[src/rtl/mvm_pkg.sv]
// Shared state type and sizing helpers for the UART matrix-vector-multiply controller.
package mvm_pkg;

  typedef enum logic [1:0] {
    LOAD = 2'd0,
    RUN  = 2'd1,
    WAIT = 2'd2,
    SEND = 2'd3
  } mvm_state_t;

  localparam int unsigned R_DEF = 2;
  localparam int unsigned C_DEF = 2;

  // N_K: number of K matrix bytes in a frame
  function automatic int unsigned f_n_k(input int unsigned r, input int unsigned c);
    return r * c;
  endfunction

  // N_FRAME: total bytes received per frame (K then x)
  function automatic int unsigned f_n_frame(input int unsigned r, input int unsigned c);
    return r * c + c;
  endfunction

  // Index counter width; never narrower than one bit
  function automatic int unsigned f_cnt_w(input int unsigned n);
    return (n < 2) ? 1 : $clog2(n);
  endfunction

endpackage

[src/rtl/mvm_y_serializer.sv]
// Holds the captured y result and streams it out one sign-extended byte per tx handshake.
module mvm_y_serializer
  import mvm_pkg::*;
#(
  parameter int unsigned R       = R_DEF,
  parameter int unsigned W_Y_OUT = 8
) (
  input  logic                   i_clk,
  input  logic                   i_rst,
  input  logic                   i_capture,
  input  logic [R*W_Y_OUT-1:0]   i_y_flat,
  input  logic                   i_ready,
  output logic                   o_valid,
  output logic [7:0]             o_data,
  output logic                   o_last_c
);

  localparam int unsigned W_W = f_cnt_w(R);

  logic [R*W_Y_OUT-1:0] r_y;
  logic [W_W-1:0]       r_w;
  logic                 r_valid;
  logic [7:0]           r_data;
  logic                 w_fire;
  logic                 w_last;
  logic [W_W-1:0]       w_next;

  function automatic logic [7:0] f_sext(input logic [W_Y_OUT-1:0] v);
    logic signed [W_Y_OUT-1:0] s;
    s = $signed(v);
    return 8'(s);
  endfunction

  function automatic logic [7:0] f_word(input logic [R*W_Y_OUT-1:0] y, input logic [W_W-1:0] idx);
    logic [7:0] v;
    v = '0;
    for (int unsigned r = 0; r < R; r++) begin
      if (idx == W_W'(r)) v = f_sext(y[r*W_Y_OUT +: W_Y_OUT]);
    end
    return v;
  endfunction

  assign w_fire = r_valid && i_ready;
  assign w_last = w_fire && (r_w == W_W'(R - 1));
  assign w_next = r_w + W_W'(1);

  // Byte presented in m_data is always the pre-computed word r_w
  always_ff @(posedge i_clk) begin
    if (i_rst) begin
      r_y     <= '0;
      r_w     <= '0;
      r_valid <= 1'b0;
      r_data  <= '0;
    end else if (i_capture) begin
      r_y     <= i_y_flat;
      r_w     <= '0;
      r_valid <= 1'b1;
      r_data  <= f_word(i_y_flat, W_W'(0));
    end else if (w_fire) begin
      if (w_last) begin
        r_w     <= '0;
        r_valid <= 1'b0;
        r_data  <= '0;
      end else begin
        r_w    <= w_next;
        r_data <= f_word(r_y, w_next);
      end
    end
  end

  assign o_valid  = r_valid;
  assign o_data   = r_data;
  assign o_last_c = w_last;

endmodule

[src/rtl/mvm_uart_ctrl.sv]
// Frame sequencer between UART rx/tx and the MVM engine: load K and x, start, await done, send y.
// Optional inter-byte idle timeout enabled by defining MVM_CTRL_TIMEOUT_EN.
module mvm_uart_ctrl
  import mvm_pkg::*;
#(
  parameter int unsigned R              = R_DEF,
  parameter int unsigned C              = C_DEF,
  parameter int unsigned W_K            = 2,
  parameter int unsigned W_X            = 4,
  parameter int unsigned W_Y_OUT        = 8,
  parameter int unsigned TIMEOUT_CYCLES = 4096
) (
  input  logic                 clk,
  input  logic                 rst,
  input  logic                 s_valid,
  input  logic [7:0]           s_data,
  output logic                 s_ready,
  output logic [R*C*W_K-1:0]   k_flat,
  output logic [C*W_X-1:0]     x_flat,
  output logic                 start,
  input  logic                 done,
  input  logic [R*W_Y_OUT-1:0] y_flat,
  output logic                 m_valid,
  input  logic                 m_ready,
  output logic [7:0]           m_data,
  output logic                 err_overrun,
  output logic                 err_timeout
);

  localparam int unsigned N_K     = f_n_k(R, C);
  localparam int unsigned N_FRAME = f_n_frame(R, C);
  localparam int unsigned CNT_W   = f_cnt_w(N_FRAME);

  mvm_state_t          r_state;
  logic [CNT_W-1:0]    r_n;
  logic                r_s_ready;
  logic                r_start;
  logic                r_err_overrun;
  logic [N_K*W_K-1:0]  r_k;
  logic [C*W_X-1:0]    r_x;

  logic                w_accept;
  logic                w_capture;
  logic                w_last_sent;
  logic                w_expire;
  logic                w_last_byte;
  logic [CNT_W-1:0]    w_idx;
  logic                w_unused_sdata;

  assign w_accept       = s_valid && r_s_ready;
  assign w_capture      = (r_state == WAIT) && done;
  // A byte landing on the expiry cycle starts a fresh frame at index 0
  assign w_idx          = w_expire ? '0 : r_n;
  assign w_last_byte    = (w_idx == CNT_W'(N_FRAME - 1));
  assign w_unused_sdata = ^s_data;

`ifdef MVM_CTRL_TIMEOUT_EN
  localparam int unsigned IDLE_W = $clog2(TIMEOUT_CYCLES + 1);

  logic [IDLE_W-1:0] r_idle;
  logic              r_err_timeout;

  assign w_expire = (r_state == LOAD) && (r_n != '0) && (r_idle == IDLE_W'(TIMEOUT_CYCLES - 1));

  // Idle counter only runs while a partial frame is pending
  always_ff @(posedge clk) begin
    if (rst) begin
      r_idle        <= '0;
      r_err_timeout <= 1'b0;
    end else begin
      if (w_expire) r_err_timeout <= 1'b1;
      if (w_accept || w_expire || (r_state != LOAD) || (r_n == '0)) r_idle <= '0;
      else r_idle <= r_idle + IDLE_W'(1);
    end
  end

  assign err_timeout = r_err_timeout;
`else
  logic w_unused_timeout;

  assign w_expire         = 1'b0;
  assign w_unused_timeout = (TIMEOUT_CYCLES == 0);
  assign err_timeout      = 1'b0;
`endif

  always_ff @(posedge clk) begin
    if (rst) begin
      r_state       <= LOAD;
      r_n           <= '0;
      r_s_ready     <= 1'b1;
      r_start       <= 1'b0;
      r_err_overrun <= 1'b0;
      r_k           <= '0;
      r_x           <= '0;
    end else begin
      if (s_valid && !r_s_ready) r_err_overrun <= 1'b1;
      case (r_state)
        LOAD: begin
          if (w_accept) begin
            for (int unsigned i = 0; i < N_K; i++) begin
              if (w_idx == CNT_W'(i)) r_k[i*W_K +: W_K] <= s_data[W_K-1:0];
            end
            for (int unsigned j = 0; j < C; j++) begin
              if (w_idx == CNT_W'(N_K + j)) r_x[j*W_X +: W_X] <= s_data[W_X-1:0];
            end
            if (w_last_byte) begin
              r_n       <= '0;
              r_state   <= RUN;
              r_start   <= 1'b1;
              r_s_ready <= 1'b0;
            end else begin
              r_n <= w_idx + CNT_W'(1);
            end
          end else if (w_expire) begin
            r_n <= '0;
          end
        end
        RUN: begin
          r_start <= 1'b0;
          r_state <= WAIT;
        end
        WAIT: begin
          if (done) r_state <= SEND;
        end
        SEND: begin
          if (w_last_sent) begin
            r_state   <= LOAD;
            r_s_ready <= 1'b1;
          end
        end
        default: r_state <= LOAD;
      endcase
    end
  end

  mvm_y_serializer #(
    .R       (R),
    .W_Y_OUT (W_Y_OUT)
  ) u_y_serializer (
    .i_clk     (clk),
    .i_rst     (rst),
    .i_capture (w_capture),
    .i_y_flat  (y_flat),
    .i_ready   (m_ready),
    .o_valid   (m_valid),
    .o_data    (m_data),
    .o_last_c  (w_last_sent)
  );

  assign s_ready     = r_s_ready;
  assign start       = r_start;
  assign k_flat      = r_k;
  assign x_flat      = r_x;
  assign err_overrun = r_err_overrun;

endmodule

[config.mk]
export PLATFORM = sky130hd
export DESIGN_NAME = mvm_uart_ctrl
export DESIGN_NICKNAME = d
export VERILOG_FILES = /design/src/rtl/mvm_pkg.sv /design/src/rtl/mvm_y_serializer.sv /design/src/rtl/mvm_uart_ctrl.sv
export SDC_FILE = /design/constraint.sdc
export NUM_CORES = 1
export LEC_CHECK = 0
export CAP_MARGIN = 20
export CORE_MARGIN = 2
export CORE_UTILIZATION = 40
export CTS_BUF_LIST = sky130_fd_sc_hd__clkbuf_8
export CTS_CLUSTER_DIAMETER = 30
export CTS_CLUSTER_SIZE = 20
export DETAILED_ROUTE_END_ITERATION = 12
export PLACE_DENSITY = 0.71
export SLEW_MARGIN = 20
export SYNTH_ARGS = -nofsm -noshare
export SYNTH_HDL_FRONTEND = slang
export SYNTH_HIERARCHICAL = 1
export SYNTH_SLANG_ARGS = --single-unit
[constraint.sdc]
create_clock -name clk -period 2.45 [get_ports clk]
set_clock_uncertainty 0.2 [all_clocks]
set_input_delay 0.49 -clock clk [delete_from_list [all_inputs] [get_ports clk]]
set_output_delay 0.49 -clock clk [all_outputs]
set_load 0.02 [all_outputs]
== Word-level counts from Yosys, hierarchy flattened ==
Index checks and enable logic that the tools add are counted.

* Register bits: 50
* Input bits: 29
* Word-level logic and storage cells: 74
* Output and inout bits: 29

* Muxes and demuxes: 21
* Equal/unequal tests: 12
* Reductions and logical operators: 24
* $add $sub $neg: 2

{| class="wikitable"
|+ Operators by type and width
! cell !! number
|-
| 8-bit 2-to-1 mux || 4
|-
| 3-bit AND reduction || 7
|-
| 1-bit 2-to-1 mux || 9
|-
| 2-bit 2-to-1 mux || 4
|-
| 2-bit one-hot mux with 4 select lines || 1
|-
| 4-bit AND reduction || 2
|-
| 2-bit nonzero test || 4
|-
| 3-bit by 2-bit equality test with 1-bit output (second input constant) || 2
|-
| 3-bit equality test (second input constant) || 2
|-
| 2-bit inequality test (second input constant) || 3
|-
| 1-bit logical AND || 5
|-
| 2-bit equality test (second input constant) || 2
|-
| 1-bit one-hot mux with 2 select lines || 2
|-
| 2-bit AND reduction || 2
|-
| 3-bit by 1-bit adder with 3-bit output (second input constant) || 1
|-
| 3-bit by 1-bit equality test with 1-bit output (second input constant) || 1
|-
| 3-bit zero test || 1
|-
| 3-bit 2-to-1 mux || 1
|-
| 2-bit by 1-bit equality test with 1-bit output (second input constant) || 1
|-
| 2-bit zero test || 1
|-
| 2-bit by 1-bit inequality test with 1-bit output (second input constant) || 1
|-
| 2-bit OR reduction || 1
|-
| 1-bit adder (second input constant) || 1
|-
| 1-bit zero test || 1
|}

== Logic depth before layout (Yosys ltp) ==
* Depth in word-level cells: 5
* Depth in mapped cells: 7
* Mapped depth without buffers: 6

== Cells and area by module ==
The synthesis kept the hierarchy.

{| class="wikitable"
|+ Modules (own cells, without submodules)
! module !! cells each !! area each (µm²) !! times used !! sequential area each (µm²)
|-
| mvm_uart_ctrl || 123 || 1126.1 || 1 || 480.5
|-
| mvm_y_serializer || 70 || 701.9 || 1 || 360.3
|}

== Worst setup path before layout ==
OpenSTA, ideal clock, no wires.

* Kind: reg2reg
* Start: register r_state[0]
* End: register r_state[0]
* Library setup time: 0.119 ns
* Path slack: 0.507 ns
* Data required time: 2.131 ns
* Period minus slack after synthesis: 1.943 ns
* Data arrival time: 1.625 ns
* Cell stages (with the launch flop): 6
* Buffers on the path: 0
* Path through: dfxtp_1 -> inv_1 -> ha_1 -> a21boi_0 -> or4_1 -> o221a_2

* Longest elaborated chain between the ends: 3
* Elaborated cells on any way between the ends: 10
* Classes of those cells: 7 x eq/ne; 1 x mux; 2 x reduce/logical

{| class="wikitable"
|+ Ends and longest elaborated chain
! element !! RTL line !! RTL
|-
| start, declared || mvm_uart_ctrl.sv:34 || <nowiki>mvm_state_t r_state;</nowiki>
|-
| start signal, assigned || mvm_uart_ctrl.sv:88 || <nowiki>r_state <= LOAD;</nowiki>
|-
| start signal, assigned || mvm_uart_ctrl.sv:108 || <nowiki>r_state <= RUN;</nowiki>
|-
| start signal, assigned || mvm_uart_ctrl.sv:120 || <nowiki>r_state <= WAIT;</nowiki>
|-
| 2-bit equality test or 2-bit zero test (tied branches) || mvm_uart_ctrl.sv:97 || <nowiki>case (r_state)</nowiki>
|-
| 2-bit by 1-bit inequality test with 1-bit output (no line) or 2-bit inequality test (tied branches) || n/a ||
|-
| 4-bit AND reduction (no line) || n/a ||
|}

Several ways; a longest one is shown, not always the timed one.
A chain may end at the register's enable or synchronous reset.

== Worst setup path after layout ==
* Start: register r_s_ready, in the netlist s_ready
* End: output s_ready

{| class="wikitable"
|+ RTL lines
! element !! RTL line !! RTL
|-
| start, declared || mvm_uart_ctrl.sv:36 || <nowiki>logic r_s_ready;</nowiki>
|-
| start signal, assigned || mvm_uart_ctrl.sv:90 || <nowiki>r_s_ready <= 1'b1;</nowiki>
|-
| start signal, assigned || mvm_uart_ctrl.sv:110 || <nowiki>r_s_ready <= 1'b0;</nowiki>
|-
| start signal, assigned || mvm_uart_ctrl.sv:128 || <nowiki>r_s_ready <= 1'b1;</nowiki>
|-
| end, declared || mvm_uart_ctrl.sv:17 || <nowiki>output logic s_ready,</nowiki>
|}

No word-level cell between the ends.

==> run metrics <==
status=completed; list of most frequent post-synthesis cells=42 x dfxtp_1, 27 x nand2_1, 19 x mux2i_1; Initial Util=0.417; post-synth cell types=42; R2R setup slack=0.43 ns; yosys warns=6; Seq/Total Area, Yosys=0.460; clk_lat worst skew=0.30 ns; share of the synthesized area in the top cell type=0.460; Routed Antenna Nets=0; Mapped Cells=193; crit-path leading delay family=buffers and inverters; Synthesized Nets=228; Setup crit end kind=output port; CP Class=reg -> out; Buf+Inv Stages, Crit Path=1; CP arrival=1.42 ns; FF+latch count, synth=42; TritonCTS clock tree=done; IO Port Bufs=52; Leak Pwr=0.930 nW; first-pass GRT wire length=6.69 mm; die span in x=71.6 microns; Die Ht=71.6 microns; hold_buf cts=0; Hold Slack=0.262 ns; Critical Path Start Type=flop; clock buffer depth=2; diodes inserted=0; Clock Sinks=42; biggest area consumer among synthesized cells=dfxtp_1; WL final=4.04 mm; RSZ-0062 raised after global routing=false; io pins=58; post_cts resized=0; Period minus WS final=2.11 ns; Area contributors post-synth=dfxtp_1 46%, mux2i_1 10%, nand2_1 5.5%; DR vias=1,560; CTS root buffer=clkbuf_8; count leader, synth=dfxtp_1; number of detailed-route iterations in the first pass=4; Tightest Hold Check Type=reg -> reg; setup TNS=0 ns; Worst-path clk slew=0.07 ns; postcts setup bufs=0; Crit-path slowest cell=clkdlybuf4s50_1; DR vias/cell=5.18; initial antenna violation count=0; Post-Syn Area per Cell=9.47 sq um; dpl ws=0.140 ns; # DRC=0; overall global routing resource usage=0.169; CP max stage delay=0.65 ns; largest net degree at the start of global routing=31; Final period util=0.860; vias in the first global route=1,480; NumNets Final=284; Tot Pwr=1.23 mW; area grow syn2layout=36.4%; floorplan core area=4380 sq um; DR WL/cell=13.4 microns; share of cells above drive strength 1=0.100; dpl hpwl=2.84 mm; row cnt=24; Setup WS post-layout=0.342 ns; Post-synth EDFFs=0; final instance area=2490 sq um; max cap viols=0; Synth Cell Area=1830 sq um; DP Area=2420 sq um; Max VDD drop=0.000234 V; die area=5130 sq um; Max Slew Vio Count=0; FFs w/ async S/R, synth=0; htree depth=2; Required @ worst endpoint=1.76 ns; GP Congestion=0.798; Power Density=493 nW/um^2; Max FO, Critical Path=8; dominant synthesized flop cell=dfxtp_1; worst-path cell chain=clkdlybuf4s50_1; final setup vio count=0; Fin. Hold Viols=0; Max Fclk=474 MHz; total congestion overflow=0; CTS Buf Count=5; initial drt markers=91
[final timing paths]
check                           startpoint         to  cells after the start
worst max-delay path               s_ready    s_ready                      1
worst min-delay path             k_flat[1]  k_flat[1]                      2
worst max register to register  r_state[0]  k_flat[0]                      7
worst min register to register   k_flat[1]  k_flat[1]                      2
[kinds of logic after synthesis]
| logic type | synth area share |
|---|---|
| multiplexers | 0.104 |
| AND/OR/NAND/NOR | 0.208 |
| other | 0.00205 |
| adder cells (fa/ha/maj) | 0.0411 |
| buffers and inverters | 0.0472 |
| flip-flops | 0.460 |
| AO/OA/AOI/OAI | 0.138 |
[placed cells by master, fill, tap and decap left out, types with 2 or more instances in the layout]
cell and count:
nor2_1 17, a21oi_1 12, nor2b_1 2, a31oi_1 2, buf_4 9, a21boi_0 2
o21ai_0 6, mux2i_1 19, dfxtp_1 42, nand2_1 27, inv_1 6, clkbuf_8 5
ha_1 6, or4_1 2, nand3_1 6, nand4_1 2, a222oi_1 6, and2_1 3
clkdlybuf4s50_1 52, nand3b_1 2
[sequential cells by signal, indices dropped and copies added (netlist names)]
signal / count
err_overrun: 1
k_flat: 8
r_n: 3
r_state: 2
s_ready: 1
start: 1
u_y_serializer/o_data: 8
u_y_serializer/o_valid: 1
u_y_serializer/r_w: 1
u_y_serializer/r_y: 8
x_flat: 8
[area by class of cell]
type                    count  area (sq um)
fillers                   422          1890
multi-input cells         133           901
flip-flops and latches     42           841
repair buffers             61           588
clock buffers               5          68.8
well taps                  52          65.1
inverters                   6          22.5
clock inverters             2          7.51
[stage by stage]
step / utilization / cells
3_5_place_dp: 0.551 / 294
4_1_cts: 0.569 / 301
5_1_grt: 0.569 / 301
2_1_floorplan: - / 193
6_report: 0.569 / 301
3_3_place_gp: 0.551 / 294
[power by group]
group / switching, mW / internal, mW / total (mW)
logic: 0.0500 / 0.0638 / 0.114
registers: 0.00762 / 0.690 / 0.697
clock network: 0.230 / 0.188 / 0.418
total: 0.288 / 0.941 / 1.23
[metal layers]
metal / routed length (microns) / vias up / GRT usage
li1: - / 792 / -
met1: 1850 / 708 / 0.214
met2: 1750 / 52 / 0.251
met3: 380 / 8 / 0.0745
met4: 70 / 0 / 0.0692
met5: 0 / - / 0
Power figures use the tool's default switching activity.
